File: src/rtl/multicycle_control_hs_pkg.sv
// ---------------------------------------------------------------------------
// multicycle_control_hs_pkg
// Shared definitions for the multicycle control FSM:
//   - opcode constants (ADD..BLQZ, HALT) as plain integers, so that each
//     module can size them to its own OP_W
//   - state_t   : 3-bit FSM state encoding, also exported on state_o
//   - strobes_t : datapath strobe bundle produced by the decoder
//   - is_legal_op : true for the defined opcodes 0..7 and HALT
// ---------------------------------------------------------------------------
package multicycle_control_hs_pkg;

  localparam int unsigned OP_ADD  = 0;
  localparam int unsigned OP_XOR  = 1;
  localparam int unsigned OP_AND  = 2;
  localparam int unsigned OP_RSL  = 3;
  localparam int unsigned OP_MOV  = 4;
  localparam int unsigned OP_LD   = 5;
  localparam int unsigned OP_ST   = 6;
  localparam int unsigned OP_BLQZ = 7;
  localparam int unsigned OP_HALT = 15;

  typedef enum logic [2:0] {
    FETCH     = 3'd0,
    DECODE    = 3'd1,
    EXECUTE   = 3'd2,
    MEM       = 3'd3,
    WRITEBACK = 3'd4,
    HALTED    = 3'd5,
    FAULT     = 3'd6
  } state_t;

  typedef struct packed {
    logic next_ins;
    logic immediate;
    logic reg_write;
    logic mem_req;
    logic mem_write;
    logic mem_to_reg;
    logic pc_load;
    logic illegal_op;
    logic halted;
  } strobes_t;

  // Callers zero-extend the opcode to 32 bits so one helper serves any OP_W.
  function automatic logic is_legal_op(input logic [31:0] op);
    return (op <= 32'(OP_BLQZ)) || (op == 32'(OP_HALT));
  endfunction

endpackage

File: src/rtl/multicycle_control_hs_if.sv
// ---------------------------------------------------------------------------
// multicycle_control_hs_if
// Bundles the control FSM's instruction/datapath/memory-handshake signals.
//   slave  : the FSM side (consumes run/instruction/flags, drives strobes)
//   master : the environment side (datapath, memories, sequencer)
// Inputs to the FSM : run, instruction, branch_cond, mem_ack
// Outputs           : alu_op, next_ins, immediate, reg_write, mem_req,
//                     mem_write, mem_to_reg, pc_load, illegal_op, halted,
//                     mem_timeout, state_o
// ---------------------------------------------------------------------------
interface multicycle_control_hs_if #(
  parameter int OP_W = 4
);

  logic            run;
  logic [OP_W-1:0] instruction;
  logic            branch_cond;
  logic            mem_ack;

  logic [OP_W-1:0] alu_op;
  logic            next_ins;
  logic            immediate;
  logic            reg_write;
  logic            mem_req;
  logic            mem_write;
  logic            mem_to_reg;
  logic            pc_load;
  logic            illegal_op;
  logic            halted;
  logic            mem_timeout;
  logic [2:0]      state_o;

  modport slave (
    input  run, instruction, branch_cond, mem_ack,
    output alu_op, next_ins, immediate, reg_write, mem_req, mem_write,
           mem_to_reg, pc_load, illegal_op, halted, mem_timeout, state_o
  );

  modport master (
    output run, instruction, branch_cond, mem_ack,
    input  alu_op, next_ins, immediate, reg_write, mem_req, mem_write,
           mem_to_reg, pc_load, illegal_op, halted, mem_timeout, state_o
  );

endinterface

File: src/rtl/multicycle_control_hs_ctrl_decode.sv
// ---------------------------------------------------------------------------
// multicycle_control_hs_ctrl_decode
// Purely combinational strobe decoder for the multicycle control FSM.
// Ports:
//   state       in  current FSM state
//   op_q        in  opcode latched during DECODE
//   run         in  run/stall input (only matters in FETCH)
//   branch_cond in  datapath <=0 flag (only matters in WRITEBACK for BLQZ)
//   strobes     out datapath strobe bundle
// ---------------------------------------------------------------------------
module multicycle_control_hs_ctrl_decode
  import multicycle_control_hs_pkg::*;
#(
  parameter int OP_W = 4
) (
  input  state_t          state,
  input  logic [OP_W-1:0] op_q,
  input  logic            run,
  input  logic            branch_cond,
  output strobes_t        strobes
);

  logic [31:0] op_ext;

  assign op_ext = 32'(op_q);

  // Strobes are a function of state and latched opcode only; run and
  // branch_cond each reach the outputs in exactly one state.
  always_comb begin
    strobes = '0;
    case (state)
      FETCH: begin
        strobes.next_ins = run;
      end
      EXECUTE: begin
        strobes.immediate  = (op_ext == 32'(OP_RSL)) || (op_ext == 32'(OP_MOV)) ||
                             (op_ext == 32'(OP_BLQZ));
        strobes.illegal_op = !is_legal_op(op_ext);
      end
      MEM: begin
        strobes.mem_req    = 1'b1;
        strobes.mem_write  = (op_ext == 32'(OP_ST));
        strobes.mem_to_reg = (op_ext == 32'(OP_LD));
      end
      WRITEBACK: begin
        // ADD..LD all occupy the contiguous codes 0..5 and all write a register.
        strobes.reg_write  = (op_ext <= 32'(OP_LD));
        strobes.mem_to_reg = (op_ext == 32'(OP_LD));
        strobes.pc_load    = (op_ext == 32'(OP_BLQZ)) && branch_cond;
      end
      HALTED, FAULT: begin
        strobes.halted = 1'b1;
      end
      default: begin
        strobes = '0;
      end
    endcase
  end

endmodule

File: src/rtl/multicycle_control_hs.sv
// ---------------------------------------------------------------------------
// multicycle_control_hs
// Multicycle control FSM: FETCH -> DECODE -> EXECUTE -> [MEM] -> WRITEBACK,
// with a memory request/acknowledge handshake guarded by a timeout, a
// run/stall input in FETCH, BLQZ PC load, HALT and illegal-opcode detection.
// Parameters:
//   OP_W        opcode width (>= 4 so HALT is encodable)
//   MEM_TIMEOUT max MEM cycles without mem_ack before FAULT (>= 2)
// Ports:
//   clock  in  rising-edge clock
//   reset  in  synchronous active-high reset; also forces all outputs to 0
//   bus    slave side of multicycle_control_hs_if (inputs run, instruction,
//          branch_cond, mem_ack; strobes, alu_op, halted, mem_timeout,
//          state_o out)
// ---------------------------------------------------------------------------
module multicycle_control_hs
  import multicycle_control_hs_pkg::*;
#(
  parameter int OP_W        = 4,
  parameter int MEM_TIMEOUT = 16
) (
  input  logic                    clock,
  input  logic                    reset,
  multicycle_control_hs_if.slave  bus
);

  localparam int              CNT_W    = $clog2(MEM_TIMEOUT);
  localparam logic [CNT_W-1:0] CNT_LAST = CNT_W'(MEM_TIMEOUT - 1);
  localparam logic [CNT_W-1:0] CNT_MAX  = '1;

  state_t          state_q, state_d;
  logic [OP_W-1:0] op_q, op_d;
  logic [CNT_W-1:0] cnt_q, cnt_d;
  logic            timeout_q, timeout_d;
  logic [31:0]     op_ext;
  strobes_t        strobes;

  assign op_ext = 32'(op_q);

  // Next-state logic: opcode captured only in DECODE, wait counter only
  // runs in MEM, and the timeout flag is sticky until reset.
  always_comb begin
    state_d   = state_q;
    op_d      = op_q;
    cnt_d     = cnt_q;
    timeout_d = timeout_q;
    case (state_q)
      FETCH: begin
        if (bus.run) begin
          state_d = DECODE;
        end
      end
      DECODE: begin
        op_d    = bus.instruction;
        state_d = EXECUTE;
      end
      EXECUTE: begin
        if ((op_ext == 32'(OP_LD)) || (op_ext == 32'(OP_ST))) begin
          state_d = MEM;
          cnt_d   = '0;
        end else if (op_ext == 32'(OP_HALT)) begin
          state_d = HALTED;
        end else if (!is_legal_op(op_ext)) begin
          state_d = FETCH;
        end else begin
          state_d = WRITEBACK;
        end
      end
      MEM: begin
        // Saturating so the counter can never wrap back into a "young" value.
        if (cnt_q != CNT_MAX) begin
          cnt_d = cnt_q + CNT_W'(1);
        end
        // An ack arriving on the final allowed cycle still wins over the fault.
        if (bus.mem_ack) begin
          state_d = WRITEBACK;
        end else if (cnt_q == CNT_LAST) begin
          state_d   = FAULT;
          timeout_d = 1'b1;
        end
      end
      WRITEBACK: begin
        state_d = FETCH;
      end
      HALTED, FAULT: begin
        state_d = state_q;
      end
      default: begin
        state_d = FETCH;
      end
    endcase
  end

  // State, opcode, wait counter and sticky timeout registers.
  always_ff @(posedge clock) begin
    if (reset) begin
      state_q   <= FETCH;
      op_q      <= '0;
      cnt_q     <= '0;
      timeout_q <= 1'b0;
    end else begin
      state_q   <= state_d;
      op_q      <= op_d;
      cnt_q     <= cnt_d;
      timeout_q <= timeout_d;
    end
  end

  multicycle_control_hs_ctrl_decode #(
    .OP_W (OP_W)
  ) u_decode (
    .state       (state_q),
    .op_q        (op_q),
    .run         (bus.run),
    .branch_cond (bus.branch_cond),
    .strobes     (strobes)
  );

  // Outputs are held at zero for as long as reset is high, so a memory
  // request is withdrawn in the very cycle reset is applied.
  always_comb begin
    bus.alu_op      = '0;
    bus.next_ins    = 1'b0;
    bus.immediate   = 1'b0;
    bus.reg_write   = 1'b0;
    bus.mem_req     = 1'b0;
    bus.mem_write   = 1'b0;
    bus.mem_to_reg  = 1'b0;
    bus.pc_load     = 1'b0;
    bus.illegal_op  = 1'b0;
    bus.halted      = 1'b0;
    bus.mem_timeout = 1'b0;
    bus.state_o     = 3'd0;
    if (!reset) begin
      bus.alu_op      = op_q;
      bus.next_ins    = strobes.next_ins;
      bus.immediate   = strobes.immediate;
      bus.reg_write   = strobes.reg_write;
      bus.mem_req     = strobes.mem_req;
      bus.mem_write   = strobes.mem_write;
      bus.mem_to_reg  = strobes.mem_to_reg;
      bus.pc_load     = strobes.pc_load;
      bus.illegal_op  = strobes.illegal_op;
      bus.halted      = strobes.halted;
      bus.mem_timeout = timeout_q;
      bus.state_o     = state_q;
    end
  end

endmodule

File: src/flat_wrapper.sv
// flat-port wrapper written by rule: the top's interface ports become plain ports
module multicycle_control_hs_flat import multicycle_control_hs_pkg::*;
#(
  parameter int OP_W        = 4,
  parameter int MEM_TIMEOUT = 16
)
  (clock, reset, bus_run, bus_instruction, bus_branch_cond, bus_mem_ack, bus_alu_op, bus_next_ins, bus_immediate, bus_reg_write, bus_mem_req, bus_mem_write, bus_mem_to_reg, bus_pc_load, bus_illegal_op, bus_halted, bus_mem_timeout, bus_state_o);
  multicycle_control_hs_if #(.OP_W(OP_W)) bus_i ();
  input  logic clock;
  input  logic reset;
  input wire logic [$bits(bus_i.run)-1:0] bus_run;
  input wire logic [$bits(bus_i.instruction)-1:0] bus_instruction;
  input wire logic [$bits(bus_i.branch_cond)-1:0] bus_branch_cond;
  input wire logic [$bits(bus_i.mem_ack)-1:0] bus_mem_ack;
  output wire logic [$bits(bus_i.alu_op)-1:0] bus_alu_op;
  output wire logic [$bits(bus_i.next_ins)-1:0] bus_next_ins;
  output wire logic [$bits(bus_i.immediate)-1:0] bus_immediate;
  output wire logic [$bits(bus_i.reg_write)-1:0] bus_reg_write;
  output wire logic [$bits(bus_i.mem_req)-1:0] bus_mem_req;
  output wire logic [$bits(bus_i.mem_write)-1:0] bus_mem_write;
  output wire logic [$bits(bus_i.mem_to_reg)-1:0] bus_mem_to_reg;
  output wire logic [$bits(bus_i.pc_load)-1:0] bus_pc_load;
  output wire logic [$bits(bus_i.illegal_op)-1:0] bus_illegal_op;
  output wire logic [$bits(bus_i.halted)-1:0] bus_halted;
  output wire logic [$bits(bus_i.mem_timeout)-1:0] bus_mem_timeout;
  output wire logic [$bits(bus_i.state_o)-1:0] bus_state_o;
  assign bus_i.run = bus_run;
  assign bus_i.instruction = bus_instruction;
  assign bus_i.branch_cond = bus_branch_cond;
  assign bus_i.mem_ack = bus_mem_ack;
  assign bus_alu_op = bus_i.alu_op;
  assign bus_next_ins = bus_i.next_ins;
  assign bus_immediate = bus_i.immediate;
  assign bus_reg_write = bus_i.reg_write;
  assign bus_mem_req = bus_i.mem_req;
  assign bus_mem_write = bus_i.mem_write;
  assign bus_mem_to_reg = bus_i.mem_to_reg;
  assign bus_pc_load = bus_i.pc_load;
  assign bus_illegal_op = bus_i.illegal_op;
  assign bus_halted = bus_i.halted;
  assign bus_mem_timeout = bus_i.mem_timeout;
  assign bus_state_o = bus_i.state_o;
  multicycle_control_hs #(.OP_W(OP_W), .MEM_TIMEOUT(MEM_TIMEOUT)) u_core (.clock(clock), .reset(reset), .bus(bus_i));
endmodule
File: config.mk
export PLATFORM = sky130hd
export DESIGN_NAME = multicycle_control_hs_flat
export DESIGN_NICKNAME = d
export VERILOG_FILES = /design/src/rtl/multicycle_control_hs_pkg.sv /design/src/rtl/multicycle_control_hs_if.sv /design/src/rtl/multicycle_control_hs_ctrl_decode.sv /design/src/rtl/multicycle_control_hs.sv /design/src/flat_wrapper.sv
export SDC_FILE = /design/constraint.sdc
export NUM_CORES = 1
export LEC_CHECK = 0
export ABC_AREA = 1
export CAP_MARGIN = 20
export CORE_UTILIZATION = 42
export CTS_CLUSTER_SIZE = 28
export DETAILED_ROUTE_END_ITERATION = 10
export HOLD_SLACK_MARGIN = 0.02
export PLACE_DENSITY = 0.78
export SYNTH_ARGS = -nofsm -noshare
export SYNTH_HDL_FRONTEND = slang
export SYNTH_HIERARCHICAL = 1
export SYNTH_SLANG_ARGS = --single-unit
File: constraint.sdc
create_clock -name clock -period 1.1 [get_ports clock]
set_input_delay 0.11 -clock clock [delete_from_list [all_inputs] [get_ports clock]]
set_output_delay 0.11 -clock clock [all_outputs]
set_load 0.02 [all_outputs]
-- Word level (Yosys, flattened, before mapping)
Index checks and enable logic that the tools add are counted.
- register bits: 12
- bits of input ports: 9
- output and inout bits: 17
- logic and storage cells: 70
- $add $sub $neg: 1
- $lt $le $gt $ge: 2
- equality and inequality tests: 18
- muxes and demuxes: 30
- bitwise logic cells: 2
- reductions and logical operators: 13
- operator list (cell ; number):
    $mux 3 ; 7
    $mux 1 ; 17
    $eq 4x3->1 const B ; 4
    $pmux 3 s5 ; 1
    $mux 4 ; 3
    $eq 3x3->1 const B ; 3
    $reduce_and 3->1 ; 3
    $eq 4x4->1 const B ; 2
    $le 4x3->1 const B ; 2
    $pmux 4 s2 ; 1
    $eq 3x2->1 const B ; 2
    $add 4x1->4 const B ; 1
    $eq 4x2->1 const B ; 1
    $logic_or 1x1->1 ; 4
    $ne 2x1->1 const B ; 2
    $ne 4x4->1 const B ; 1
    $reduce_or 2->1 ; 2
    $eq 3x1->1 const B ; 1
    $logic_not 3->1 ; 1
    $ne 3x2->1 const B ; 1
    $mux 2 ; 1
    $ne 2x2->1 const B ; 1
    $not 1->1 ; 2
    $reduce_bool 2->1 ; 1
    2 further kinds ; 2

-- Logic depth before layout (Yosys ltp)
- depth in word-level cells: 6
- depth in mapped cells: 8
- gate-level depth less buffers: 8

-- Hierarchy
Netlist, hierarchy kept.
- modules (own cells, without submodules) (module ; instances ; cells each ; area an instance (um2) ; seq. area each (um2)):
    multicycle_control_hs ; 1 ; 126 ; 770.7 ; 240.2
    multicycle_control_hs_ctrl_decode ; 1 ; 35 ; 142.6 ; 0.0

-- Worst setup path after synthesis
OpenSTA, ideal clock, no wires.
- kind: register to output
- start point: reg u_core.state_q[0]
- end point: out bus_mem_write
- data arrival time: 1.114 ns
- required time: 0.990 ns
- setup slack: -0.124 ns
- stages on the path, launching flop included: 7
- buffers on the path: 0
- cell sequence: dfxtp_1 -> nand2_1 -> nor2_1 -> inv_1 -> nor2_1 -> inv_1 -> nor2_1
- RTL lines (item ; line ; RTL):
    from (decl) ; multicycle_control_hs.sv:31 ; state_t state_q, state_d;
    from (signal assigned) ; multicycle_control_hs.sv:102 ; state_q <= state_d;
    to (decl) ; flat_wrapper.sv:20 ; output wire logic [$bits(bus_i.mem_write)-1:0] bus_mem_write;

-- Worst setup path in the final report
- start point: reg u_core.state_q[0]
- end point: reg u_core.state_q[2]
- longest elaborated chain between the ends: 4
- elaborated cells on any way between the ends: 12
- those cells by class: eq/ne: 7; mux: 1; bitwise: 1; reduce/logical: 3
- ends and longest elaborated chain (item):
    branches (longest 4 deep; another with $pmux 3 s5)
Parallel ways; which one is timed is not known.
A chain may end at the register's enable or synchronous reset.

==> qor.yml <==
synthToLayoutAreaGrowth_pct: 83.3
max_freq_mhz: 685
antenna_found_initial: 0
num_rows: 16
period_needed_ps: 1460
drive_above_1_share_pct: 50.0
synth_area_sq_um: 913
status: "finished with violations"
drtIter0Drc: 69
cp.required_ps: 1300
hold_buffers: 0
die_area_sq_mm: 0.00237
met1_usage_pct: 32.4
synth_area_per_cell_sq_um: 5.67
gp_congestion: 0.890
violations: "setup timing"
worst-path-max-fanout: 5
grt_pass1_wl_um: 5030
track_usage_pct: 26.9
end_kind: "register"
clockBufferDepth: 2
setup_tns_ps: -5150
critical_path.max_stage_delay_ps: 380
numCtsBuffers: 3
critPathBufInv: 3
final_common_cell: "buf_4"
fin_skew_ps: 8.28
place_ws_ps: -518
cts_root_buffer: "clkbuf_4"
grt_util_met3_pct: 5.97
cpMaxStageDelayCell: "dfxtp_4"
fin_util_pct: 83.6
clkTransAtPathRegs_ps: 80
setup_ws_ps: -360
dp.cells: 239
power_density_mw_per_mm2: 1930
wl_um: 3380
grt_max_degree: 12
seq_area_frac_synth_pct: 26.3
synthDistinctLibCells: 23
startpoint_type: "register"
cts_tree: "built"
die_w_um: 48.6
setup_violations: 28
cpLargestDelayFamily: "simple AND/OR/NAND/NOR gates"
slew_headroom_pct: 79.5
grt_pass1_vias: 1176
first_pass_iters: 4
yosys_warnings: 6
nets: 234
ff2ff_path_depth: 8
synth_nets: 171
drv_cap: 0
initial_core_util_pct: 45.6
gr-max-usage-layer: "met2"
use_met2_pct: 48.6
die_h_um: 48.6
boundaryPins: 26
gr-total-overflow: 0
hp-class: "in -> reg"
fin_crit_sh_pct: 133
synthCells: 161
arrival_ps: 1660
finalHoldViolations: 0
hold_path_depth: 3
instances_no_fill: 249
crit_chain: "buf_4, inv_2, nand2_1, nor2_4, buf_4, nand3_1, nor2b_1, nor2_1"
clkSinkCount: 12
core-area_sq_mm: 0.00200
leakage_nw: 0.729
dpl.hpwl_um: 1980
ir_worst_vdd_uv: 1520
slew_viol_final: 0
critPathKind: "reg -> reg"
worstMarginPinSlew_ps: 306
crit_path_frequent_cell: "buf_4"
power.total_w: 0.00323
avgRoutedWirePerCell_um: 13.6
drt-vias-per-instance: 5.22
dr_total_vias: 1299
ys_ff_latch: 12
mostFrequentLayoutCells: "buf_4 (37), nand2_1 (29), nor2_1 (23)"
clk_latency_ps: 280
drc: 0
diodes: 0
numPortBuffers: 25
crit_cells: 8
htree_levels: 1
rsz0062_at_grt: "true"
fillers: 119
drtAntennaViolNets: 0
-- where the power goes --
part	internal (W)	switching, W
Combinational	0.000955	0.00119
Clock	0.000127	0.000160
Sequential	0.000600	0.000192
Total	0.00168	0.00154
-- timing repair --
| item | CTS | global route |
|---|---|---|
| gates resized for setup | 133 | 25 |
| setup endpoints to repair | 28 | 28 |
| pin swaps | 8 | 10 |
| setup buffers | 6 | 1 |
| hold endpoints to repair | 0 | 0 |
-- cells in the mapped netlist (all sizes together) --
cell / instances / share of area [%]
nand2: 36 / 16
o21bai: 1 / 0.82
clkbuf: 2 / 0.82
nand3b: 3 / 2.5
nor2: 41 / 18
ha: 1 / 1.4
o211ai: 1 / 0.82
nand4: 1 / 0.69
or2: 2 / 1.4
dfxtp: 12 / 26
o21ai: 5 / 2.7
nand3: 21 / 13
nor2b: 1 / 0.69
a21oi: 8 / 4.8
inv: 26 / 11
-- metrics by stage --
step           instance area, sq um  hold slack (ps)
3_3_place_gp                   1430              453
3_5_place_dp                   1430              452
5_1_grt                        1670              358
6_report                       1670              339
2_1_floorplan                   943              179
4_1_cts                        1580              334
-- worst register-to-register path: stages, from the launching register on --
cell	delay, ps
dfxtp_4	380
buf_4	180
inv_2	70
nand2_1	90
nor2_4	150
buf_4	140
nand3_1	90
nor2b_1	160
nor2_1	130
-- final timing paths --
| path | from | end | slack [ps] |
|---|---|---|---|
| hold / removal | reset | u_core/timeout_q | 340 |
| setup reg to reg | u_core/state_q[0] | u_core/state_q[2] | -360 |
| setup / recovery | u_core/state_q[0] | u_core/state_q[2] | -360 |
| hold reg to reg | u_core/timeout_q | u_core/timeout_q | 460 |
-- kinds of logic (layout without fill, tap and decap cells) --
kind of cell	count (synthesis)	in the layout	share of synthesized area, %
flops	12	12	26.3
fa+ha+maj	1	1	1.37
buf+inv	28	89	11.5
simple gates	105	105	51.6
compound gates	15	15	9.18
-- area by class of cell --
class	instances	area (sq um)	area share, %
inverter	26	110	6.58
timing repair buffer	60	523	31.2
clock buffer	3	22.5	1.35
sequential	12	265	15.8
tap	27	33.8	2.02
multi-input combinational	121	719	43.0
-- per-layer routing --
metal / vias to the layer above / routed length [um] / share of wire, %
met3: 19 / 225 / 6.7
met2: 71 / 1660 / 49
met1: 579 / 1390 / 41
met5: - / 0 / 0
li1: 630 / - / -
met4: 0 / 99 / 2.9
-- registers in the layout (all words and copies together) (netlist names) --
register,cells
u_core/cnt_q,4
u_core/timeout_q,1
u_core/state_q,3
u_core/op_q,4
Power figures use the tool's default switching activity.
